`src/rtl/program_sequencer_if.sv`:
```
// Program load port between a byte source (master) and the program sequencer (slave).
// A byte transfers on every rising edge where load_valid and load_ready are both high;
// load_data and load_last must be stable while load_valid is high.
interface program_sequencer_if;
  logic       load_valid;
  logic [7:0] load_data;
  logic       load_last;
  logic       load_ready;

  modport master (
    output load_valid,
    output load_data,
    output load_last,
    input  load_ready
  );

  modport slave (
    input  load_valid,
    input  load_data,
    input  load_last,
    output load_ready
  );
endinterface

```
`src/rtl/program_sequencer.sv`:
```
// Instruction-side sequencer: stores a streamed program, then issues one opcode per
// clock to the control unit while tracking the PC from the control unit's decisions.
module program_sequencer #(
  parameter int ADDR_W = 4,
  parameter int DEPTH  = 16
) (
  input  logic                clk,
  input  logic                reset,
  program_sequencer_if.slave  load,
  input  logic                run,
  input  logic                write_pc_CU,
  input  logic                PC_sel_CU,
  output logic [7:0]          opcode,
  output logic [ADDR_W-1:0]   pc,
  output logic                running,
  output logic [ADDR_W:0]     prog_len,
  output logic [15:0]         instr_count,
  output logic [1:0]          dbg_state
);

  typedef enum logic [1:0] {
    IDLE = 2'd0,
    LOAD = 2'd1,
    RUN  = 2'd2
  } state_t;

  localparam logic [ADDR_W-1:0] LAST_ADDR = ADDR_W'(DEPTH - 1);

  state_t            state;
  logic [7:0]        mem [DEPTH];
  logic [ADDR_W-1:0] wr_ptr;
  logic              load_ready_q;
  logic              beat;
  logic [ADDR_W-1:0] wr_addr;
  logic [ADDR_W:0]   pc_inc;

  assign load.load_ready = load_ready_q;
  assign beat            = load.load_valid & load_ready_q;
  // A load always restarts at address 0, whatever wr_ptr was left at.
  assign wr_addr         = (state == IDLE) ? '0 : wr_ptr;
  assign pc_inc          = {1'b0, pc} + (ADDR_W + 1)'(1);
  assign opcode          = running ? mem[pc] : 8'h00;
  assign dbg_state       = state;

  // Program memory survives reset on purpose; only the bookkeeping is cleared.
  always_ff @(posedge clk) begin
    if (!reset && beat) begin
      mem[wr_addr] <= load.load_data;
    end
  end

  always_ff @(posedge clk) begin
    if (reset) begin
      state        <= IDLE;
      pc           <= '0;
      wr_ptr       <= '0;
      prog_len     <= '0;
      instr_count  <= '0;
      running      <= 1'b0;
      load_ready_q <= 1'b0;
    end else begin
      case (state)
        IDLE: begin
          load_ready_q <= 1'b1;
          if (beat) begin
            wr_ptr <= ADDR_W'(1);
            if (load.load_last) begin
              prog_len <= (ADDR_W + 1)'(1);
            end else begin
              state <= LOAD;
            end
          end else if (run && (prog_len != '0)) begin
            state        <= RUN;
            running      <= 1'b1;
            load_ready_q <= 1'b0;
            pc           <= '0;
            instr_count  <= '0;
          end
        end

        LOAD: begin
          load_ready_q <= 1'b1;
          if (beat) begin
            wr_ptr <= wr_ptr + ADDR_W'(1);
            // The last memory slot terminates the load even without load_last.
            if (load.load_last || (wr_ptr == LAST_ADDR)) begin
              state    <= IDLE;
              prog_len <= {1'b0, wr_ptr} + (ADDR_W + 1)'(1);
            end
          end
        end

        RUN: begin
          if (instr_count != 16'hFFFF) begin
            instr_count <= instr_count + 16'd1;
          end
          if (!run) begin
            state        <= IDLE;
            running      <= 1'b0;
            load_ready_q <= 1'b1;
            pc           <= '0;
          end else if (write_pc_CU) begin
            if (PC_sel_CU) begin
              pc <= opcode[ADDR_W-1:0];
            end else if (pc_inc >= prog_len) begin
              pc <= '0;
            end else begin
              pc <= pc_inc[ADDR_W-1:0];
            end
          end
        end

        default: begin
          state        <= IDLE;
          running      <= 1'b0;
          load_ready_q <= 1'b1;
        end
      endcase
    end
  end

endmodule

```
`src/flat_wrapper.sv`:
```
// flat-port wrapper written by rule: the top's interface ports become plain ports
module program_sequencer_flat 
#(
  parameter int ADDR_W = 4,
  parameter int DEPTH  = 16
)
  (clk, reset, run, write_pc_CU, PC_sel_CU, opcode, pc, running, prog_len, instr_count, dbg_state, load_load_valid, load_load_data, load_load_last, load_load_ready);
  program_sequencer_if load_i ();
  input  logic clk;
  input  logic reset;
  input  logic run;
  input  logic write_pc_CU;
  input  logic PC_sel_CU;
  output logic [7:0] opcode;
  output logic [ADDR_W-1:0] pc;
  output logic running;
  output logic [ADDR_W:0] prog_len;
  output logic [15:0] instr_count;
  output logic [1:0] dbg_state;
  input wire logic [$bits(load_i.load_valid)-1:0] load_load_valid;
  input wire logic [$bits(load_i.load_data)-1:0] load_load_data;
  input wire logic [$bits(load_i.load_last)-1:0] load_load_last;
  output wire logic [$bits(load_i.load_ready)-1:0] load_load_ready;
  assign load_i.load_valid = load_load_valid;
  assign load_i.load_data = load_load_data;
  assign load_i.load_last = load_load_last;
  assign load_load_ready = load_i.load_ready;
  program_sequencer #(.ADDR_W(ADDR_W), .DEPTH(DEPTH)) u_core (.clk(clk), .reset(reset), .load(load_i), .run(run), .write_pc_CU(write_pc_CU), .PC_sel_CU(PC_sel_CU), .opcode(opcode), .pc(pc), .running(running), .prog_len(prog_len), .instr_count(instr_count), .dbg_state(dbg_state));
endmodule
```
`config.mk`:
```
export PLATFORM = sky130hd
export DESIGN_NAME = program_sequencer_flat
export DESIGN_NICKNAME = d
export VERILOG_FILES = /design/src/rtl/program_sequencer_if.sv /design/src/rtl/program_sequencer.sv /design/src/flat_wrapper.sv
export SDC_FILE = /design/constraint.sdc
export NUM_CORES = 1
export LEC_CHECK = 0
export CORE_MARGIN = 2
export CORE_UTILIZATION = 30
export DETAILED_ROUTE_END_ITERATION = 16
export SLEW_MARGIN = 15
export SYNTH_ARGS = -nofsm -noshare
export SYNTH_HDL_FRONTEND = slang
export SYNTH_SLANG_ARGS = --single-unit
```
`constraint.sdc`:
```
create_clock -name clk -period 5.6 [get_ports clk]
set_clock_uncertainty 0.2 [all_clocks]
set_input_delay 1.12 -clock clk [delete_from_list [all_inputs] [get_ports clk]]
set_output_delay 1.12 -clock clk [all_outputs]
set_load 0.02 [all_outputs]
```
## Word-level counts from Yosys, hierarchy flattened

Memories as Yosys holds them, arrays and structs flattened. A register that Yosys moved wholly into a read port is not among the register bits.
Index checks and enable logic that the tools add are counted.

| operators by class | value |
|---|---|
| reduce and logical (&&, ||, !) cells | 14 |
| bitwise logic cells | 2 |
| muxes and demuxes | 40 |
| magnitude comparators | 1 |
| equality and inequality tests | 15 |
| $add $sub $neg | 4 |

Operators with widths:

| cell | count |
|---|---|
| two-way mux 16 bit | 3 |
| two-way mux 4 bit | 11 |
| case mux 16 bit (2 select lines) | 1 |
| two-way mux 5 bit | 4 |
| adder 16 x 1 -> 16 bit, second input constant | 1 |
| != test 16 bit, second input constant | 1 |
| case mux 4 bit (2 select lines) | 2 |
| two-way mux 2 bit | 6 |
| AND reduction 4 bit | 3 |
| adder 4 x 1 -> 5 bit, second input constant | 2 |
| case mux 5 bit (2 select lines) | 1 |
| AND reduction 5 bit | 2 |
| two-way mux 1 bit | 8 |
| two-way mux 8 bit | 1 |
| != test 2 x 1 -> 1 bit, second input constant | 4 |
| != test 2 bit, second input constant | 4 |
| != test 3 bit, second input constant | 2 |
| case mux 2 bit (3 select lines) | 1 |
| greater-or-equal comparator 5 bit | 1 |
| nonzero test 5 bit | 1 |
| adder 4 x 1 -> 4 bit, second input constant | 1 |
| == test 4 bit, second input constant | 1 |
| nonzero test 2 bit | 2 |
| != test 3 x 2 -> 1 bit, second input constant | 1 |
| other kinds (11) | 12 |

| storage, ports and cells | value |
|---|---|
| bits in registers | 33 |
| input port bits | 15 |
| output and inout bits | 37 |
| memories kept | 1 |
| memory bits (writable) | 128 |

Memory list:

| name | words | bits a word | rd ports | clocked after Yosys merged registers in | wr ports | RTL line | source |
|---|---|---|---|---|---|---|---|
| u_core.mem | 16 | 8 | 1 | 1 | 1 | program_sequencer.sv:30 | `logic [7:0] mem [DEPTH];` |

## Depth between registers and ports, before layout

Gate-level depths: netlist of run 1.

| logic depth | value |
|---|---|
| depth in word-level cells | 9 |
| gate-level depth with buffers | 9 |
| depth with buffers taken out | 8 |

## Worst setup path after synthesis of run 1

No wires, ideal clock.

| path | value |
|---|---|
| path type | reg-to-output |
| start | register (tool-made name) |
| end | output opcode[4] |
| cell stages (with the launch flop) | 6 |
| buffers on the path | 2 |
| path slack | 2.486 ns |
| data required time | 4.280 ns |
| arrival time | 1.794 ns |
| cells stage by stage | dfxtp_1 > buf_2 > clkbuf_1 > mux4_2 > mux4_2 > and2_1 |

RTL lines:

| what | RTL line | source |
|---|---|---|
| to (decl) | flat_wrapper.sv:14 | `output logic [7:0] opcode;` |

==> run_results.csv, run 1 <==
group,metric,value,unit
outcome,status,"completed",
layout,syn_to_final_growth,19.1,%
power_and_ir_drop,finalPower,2.49,mW
critical_path,critical_path_class,"flop to output pin",
synth,yosysTopAreaCellShare,55.5,%
global_route,antenna_found_initial,0,
global_route,grt_pass1_wl,23900,µm
die,io_pins,52,
layout,fillCellCount,2090,
layout,antennaDiodeCount,0,
cts,insertion_delay,0.42,ns
detailed_routing,drc,0,
layout,nets,552,
worst_hold_path,hold_class,"flop to flop",
critical_path,startpoint_type,"flop",
cts,cts_hold_buffers,0,
die,die_area,0.0243,mm²
die,die-height,156,µm
synth,synthCells,475,
cts,cts_resized,0,
sta,setup-tns-final,0,ns
synth,synth_cell_type_count,54,
place,dp_hpwl,10400,µm
critical_path,rr_worst_depth,4,
critical_path,endpoint,"opcode[0]",
synth,synth_edf_count,128,
synth,synth.most_common_cell,"edfxtp_1",
critical_path,r2r-start,"u_core.dbg_state[1]",
synth,ys_top_cells_by_area,"edfxtp_1 (55%), dfxtp_1 (11%), mux4_2 (7.2%)",
synth,syn_nets,498,
synth,yosysWarnings,0,
cts,root_buffer,"clkbuf_16",
critical_path,required,4.28,ns
synth,ys.flop_type,"edfxtp_1",
synth,post-synth-top-area-cell,"edfxtp_1",
detailed_routing,avgViaCountPerCell,5.07,
sta,relSlewSlack,24.9,%
global_route,grt_pass1_vias,4279,
detailed_routing,drt.antenna.violating_nets,0,
layout,drive_gt1_share,12.5,%
critical_path,r2r_end,"u_core.mem[7][0]",
layout,fin_util,36.4,%
die,coreArea,0.0226,mm²
cts,post_cts_buffers,0,
flow_run,cap_violations,0,
place,pre_cts_slack,1.35,ns
detailed_routing,avgRoutedWirePerCell,18.8,µm
critical_path,path_max_fanout,22,
synth,ys_ff_latch,165,
die,rows,55,
critical_path,worst_setup_path_end_kind,"output pin",
sta,tightest_slew,1.12,ns
cts,cts_sinks,165,
place,port_buffers,51,
place,place_congestion,0.843,
detailed_routing,firstDrtPassIters,4,
global_route,grt_max_degree,31,
layout,design_area,0.00825,mm²
cts,clock_path_buffers,2,
critical_path,arrival,3.36,ns
sta,setup_violations,0,
synth,synth_seq_area_share,66.2,%
layout,finalNonFillerCells,827,
place,placed_area,0.00769,mm²
power_and_ir_drop,vdd_drop_max,0.182,mV
detailed_routing,drt_iter0_drc,262,
power_and_ir_drop,leakage,2.52,nW
sta,fmax,213,MHz
critical_path,rrSetupSlack,2.73,ns
cts,cts_tree,"yes",
sta,fin_crit_sh,83.7,%
detailed_routing,vias,4196,
synth,syn_area_per_cell,14.6,µm²
global_route,track_usage,13.1,%
synth,yosys-top-cells-count,"edfxtp_1 (128), nor2_1 (43), dfxtp_1 (37)",
synth,async_flop_share,0,%
die,dieWidth,156,µm
global_route,grt_remaining_overflow,0,
die,initial_core_util,30.6,%
sta,worst_hold_slack,0.306,ns
sta,slew_violations,0,
synth,synth_area,0.00693,mm²
cts,cts_inserted_buffers,17,
sta,worst_slack,0.915,ns
place,placed_cells,795,
detailed_routing,routed_wl,15600,µm
cts,clk_pin_slew,0.07,ns
cts,htree_num_levels,4,
sta,fin_crit,4.68,ns
power_and_ir_drop,powerDensity,302,mW/mm²
sta,finalHoldViolCount,0,
sta,rsz0062_at_grt,"no",
worst min path at each step:
| stage | start | end | slack, ns | depth (start not counted) |
|---|---|---|---|---|
| 2_1_floorplan | u_core.wr_ptr[1] | u_core.wr_ptr[1] | 0.31 | 2 |
| 3_3_place_gp | u_core.instr_count[11] | u_core.instr_count[11] | 0.28 | 2 |
| 3_5_place_dp | u_core.instr_count[11] | u_core.instr_count[11] | 0.30 | 2 |
| 4_1_cts | u_core.instr_count[11] | u_core.instr_count[11] | 0.31 | 2 |
| 5_1_grt | u_core.instr_count[1] | u_core.instr_count[1] | 0.34 | 2 |
| 6_report | u_core.load.load_ready | u_core.wr_ptr[3] | 0.31 | 2 |
sequential cells by signal, summed over array words and instances, names as in the netlist, named ones only:
name                    flops
u_core.load.load_ready      1
u_core.mem                128
u_core.running              1
u_core.wr_ptr               4
u_core.dbg_state            2
u_core.prog_len             5
u_core.pc                   4
u_core.instr_count         16
report_power, final:
part           internal [mW]  total [mW]  switching (mW)
Clock                  0.619        1.10           0.482
Combinational         0.0253      0.0663          0.0410
Sequential              1.32        1.33         0.00600
Total                   1.97        2.49           0.529
kinds of logic (layout without fill, tap and decap cells):
logic type,after synthesis,in the layout,synth area share [%]
buffers and inverters,30,97,2.53
adders and majority gates,8,8,1.44
xor gates and xnor gates,6,6,0.759
and+or+nand+nor,141,141,10.4
AOI/OAI and AO/OA,73,73,7.24
DFF,165,165,66.2
muxes,52,52,11.5
cells in the final DEF, fill, tap and decap left out, drive strengths merged, types with 7 or more instances in the layout:
cell type,count
mux4,22
inv,14
nand3,15
dfxtp,37
a22oi,10
o21ai,11
nor3,7
edfxtp,128
nor2,43
nand2b,7
mux2i,29
ha,8
clkbuf,19
and2,7
clkdlybuf4s50,51
nand2,21
nand4,10
a21oi,23
metal layers:
metal / vias to the layer above / share of wire [%] / track usage [%]
met5: - / 0 / 0
met4: 0 / 0.90 / 3.89
met3: 14 / 5.6 / 3.28
met2: 125 / 48 / 21.8
met1: 2104 / 46 / 17.0
li1: 1953 / - / -
cell type report:
| cell class | instances | area (µm²) | share of cell area, % |
|---|---|---|---|
| Clock buffer | 19 | 433 | 5.25 |
| Clock inverter | 13 | 124 | 1.50 |
| Timing Repair Buffer | 56 | 548 | 6.64 |
| Inverter | 9 | 33.8 | 0.409 |
| Multi-Input combinational cell | 280 | 2170 | 26.3 |
| Tap cell | 285 | 357 | 4.32 |
| Sequential cell | 165 | 4590 | 55.6 |
worst max-delay path: stages (launching register included):
cell	delay (ns)
dfxtp_1	1.01
nor2_1	0.34
a22oi_1	0.27
nand2_1	0.08
o31ai_1	0.51
clkdlybuf4s50_1	0.72
Note: power is estimated with default switching activity, not from simulation.
==> run 2, diff against run 1 <==
==> constraint.sdc (replaced) <==
create_clock -name clk -period 4 [get_ports clk]
set_clock_uncertainty 0.2 [all_clocks]
set_input_delay 0.8 -clock clk [delete_from_list [all_inputs] [get_ports clk]]
set_output_delay 0.8 -clock clk [all_outputs]
set_load 0.02 [all_outputs]
==> run 2 against run 1 <==
Net effect: critical path depth unchanged; global-route usage grew 0.70 points; total power grew 42%; critical path type unchanged; largest cell class unchanged; largest power group unchanged.
==> run_results.csv, run 2 (synthesis gave the netlist of run 1 again) <==
group,metric,value,unit
outcome,status,"completed",
sta,tightest_slew,0.717,ns
detailed_routing,drt.antenna.violating_nets,0,
power_and_ir_drop,leakage,2.65,nW
critical_path,required,3.00,ns
sta,setup-tns-final,0,ns
cts,insertion_delay,0.44,ns
global_route,met1_usage,19.4,%
cts,clock_path_buffers,2,
critical_path,cpMostUsedCell,"mux4_2",
detailed_routing,routed_wl,15800,µm
global_route,grt_max_degree,30,
die,coreArea,0.0226,mm²
sta,finalHoldViolCount,0,
detailed_routing,drt_iter0_drc,295,
critical_path,arrival,2.85,ns
critical_path,worst_setup_path_end_kind,"output pin",
global_route,grt_remaining_overflow,0,
cts,post_cts_buffers,0,
sta,worst_hold_slack,0.317,ns
die,io_pins,52,
detailed_routing,avgRoutedWirePerCell,18.7,µm
critical_path,path_buf_inv,2,
place,port_buffers,51,
power_and_ir_drop,powerDensity,421,mW/mm²
layout,layout_commonest_cell,"edfxtp_1",
layout,largest_register_ff_count,128,
critical_path,path_max_fanout,16,
layout,fillCellCount,2087,
sta,fmax,260,MHz
cts,cts_resized,0,
layout,antennaDiodeCount,0,
cts,cts_inserted_buffers,17,
sta,setup_violations,0,
die,dieWidth,156,µm
critical_path,crit_chain,"buf_4 -> mux4_2 -> mux4_2 -> and2_1 -> clkdlybuf4s50_1",
cts,cts_hold_buffers,0,
sta,slew_violations,0,
global_route,antenna_found_initial,0,
global_route,busiest_layer,"met2",
sta,relSlewSlack,52.1,%
critical_path,cp_slowest_cell,"mux4_2",
critical_path,critical_path_class,"flop to output pin",
worst_hold_path,hold_start,"u_core.load.load_ready",
layout,fin_util,37.2,%
global_route,track_usage,13.8,%
cts,cts_tree,"yes",
place,dp_hpwl,10700,µm
die,rows,55,
sta,fin_crit_sh,96.2,%
layout,nets,572,
cts,root_buffer,"clkbuf_16",
die,die-height,156,µm
sta,rsz0062_at_grt,"no",
cts,cts_sinks,165,
worst_hold_path,hold_class,"flop to flop",
layout,final_cell_mix,"edfxtp_1 (128), clkdlybuf4s50_1 (51), nor2_1 (43)",
place,place_congestion,0.864,
die,die_area,0.0243,mm²
cts,clk_pin_slew,0.07,ns
sta,fin_crit,3.85,ns
power_and_ir_drop,vdd_drop_max,0.211,mV
detailed_routing,firstDrtPassIters,5,
detailed_routing,drc,0,
flow_run,cap_violations,0,
critical_path,critPathTopFamily,"multiplexers",
cts,htree_num_levels,4,
global_route,gr-usage-met3,3.22,%
layout,largestRegisters,"u_core.mem x128, u_core.instr_count x16, u_core.prog_len x5",
global_route,grt_pass1_wl,25000,µm
layout,syn_to_final_growth,21.6,%
layout,drive_gt1_share,16.0,%
detailed_routing,vias,4303,
detailed_routing,avgViaCountPerCell,5.08,
global_route,grt_pass1_vias,4333,
critical_path,r2r-start,"u_core.pc[0]",
critical_path,cpPeakStageDelay,0.56,ns
die,initial_core_util,30.6,%
layout,largest_register,"u_core.mem",
critical_path,startpoint_type,"flop",
global_route,use_met2,21.2,%
[run 2: power by group]
part | internal (mW) | switching (mW)
combinational | 0.0364 | 0.0589
clock | 0.923 | 0.674
sequential | 1.85 | 0.00713
[run 2: final cells by class]
type                            count  area, µm²  share of cell area [%]
Clock inverter                     15        155                    1.84
Inverter                            9       33.8                   0.401
Tap cell                          285        357                    4.23
Multi-Input combinational cell    280       2170                    25.8
Timing Repair Buffer               76        698                    8.29
Clock buffer                       17        425                    5.05
Sequential cell                   165       4590                    54.4
[run 2: worst reg2reg max path: cells and delay by family (launching register included)]
family	cells	cell delay [ns]
AO/OA/AOI/OAI	4	1.22
XOR/XNOR	1	0.21
adder cells (fa/ha/maj)	2	0.50
flip-flops	1	0.44
multiplexers	1	0.27
[run 2: per-stage QoR]
stage / power (mW) / worst slack, ns / cells / area (µm²)
2_1_floorplan: 1.94 / 1.21 / 475 / 6930
3_5_place_dp: 1.99 / 0.633 / 815 / 7840
3_3_place_gp: 1.99 / 0.665 / 815 / 7840
5_1_grt: 3.68 / 0.0236 / 847 / 8420
4_1_cts: 3.58 / 0.116 / 847 / 8420
6_report: 3.55 / 0.153 / 847 / 8420
[run 2: metal layers]
metal  part of all wire (%)  wire [µm]
met1                     46       7340
met2                     46       7340
met3                    5.5        873
met4                    1.8        283
met5                      0          0
[run 2: path summary, 6_finish.rpt]
kind | to | slack (ns) | depth (start not counted)
min reg2reg | u_core.wr_ptr[3] | 0.32 | 2
max | opcode[7] | 0.15 | 5
max reg2reg | flop | 1.06 | 8
min | u_core.wr_ptr[3] | 0.32 | 2
==> run 3, diff against run 2 <==
--- a/config.mk
+++ b/config.mk
@@ -8,6 +8,7 @@
 export CORE_MARGIN = 2
 export CORE_UTILIZATION = 30
 export DETAILED_ROUTE_END_ITERATION = 16
+export GPL_ROUTABILITY_DRIVEN = 0
 export SLEW_MARGIN = 15
 export SYNTH_ARGS = -nofsm -noshare
 export SYNTH_HDL_FRONTEND = slang
==> results of run 3 <==
The final DEF is identical to that of run 2; final timing and power are the same.
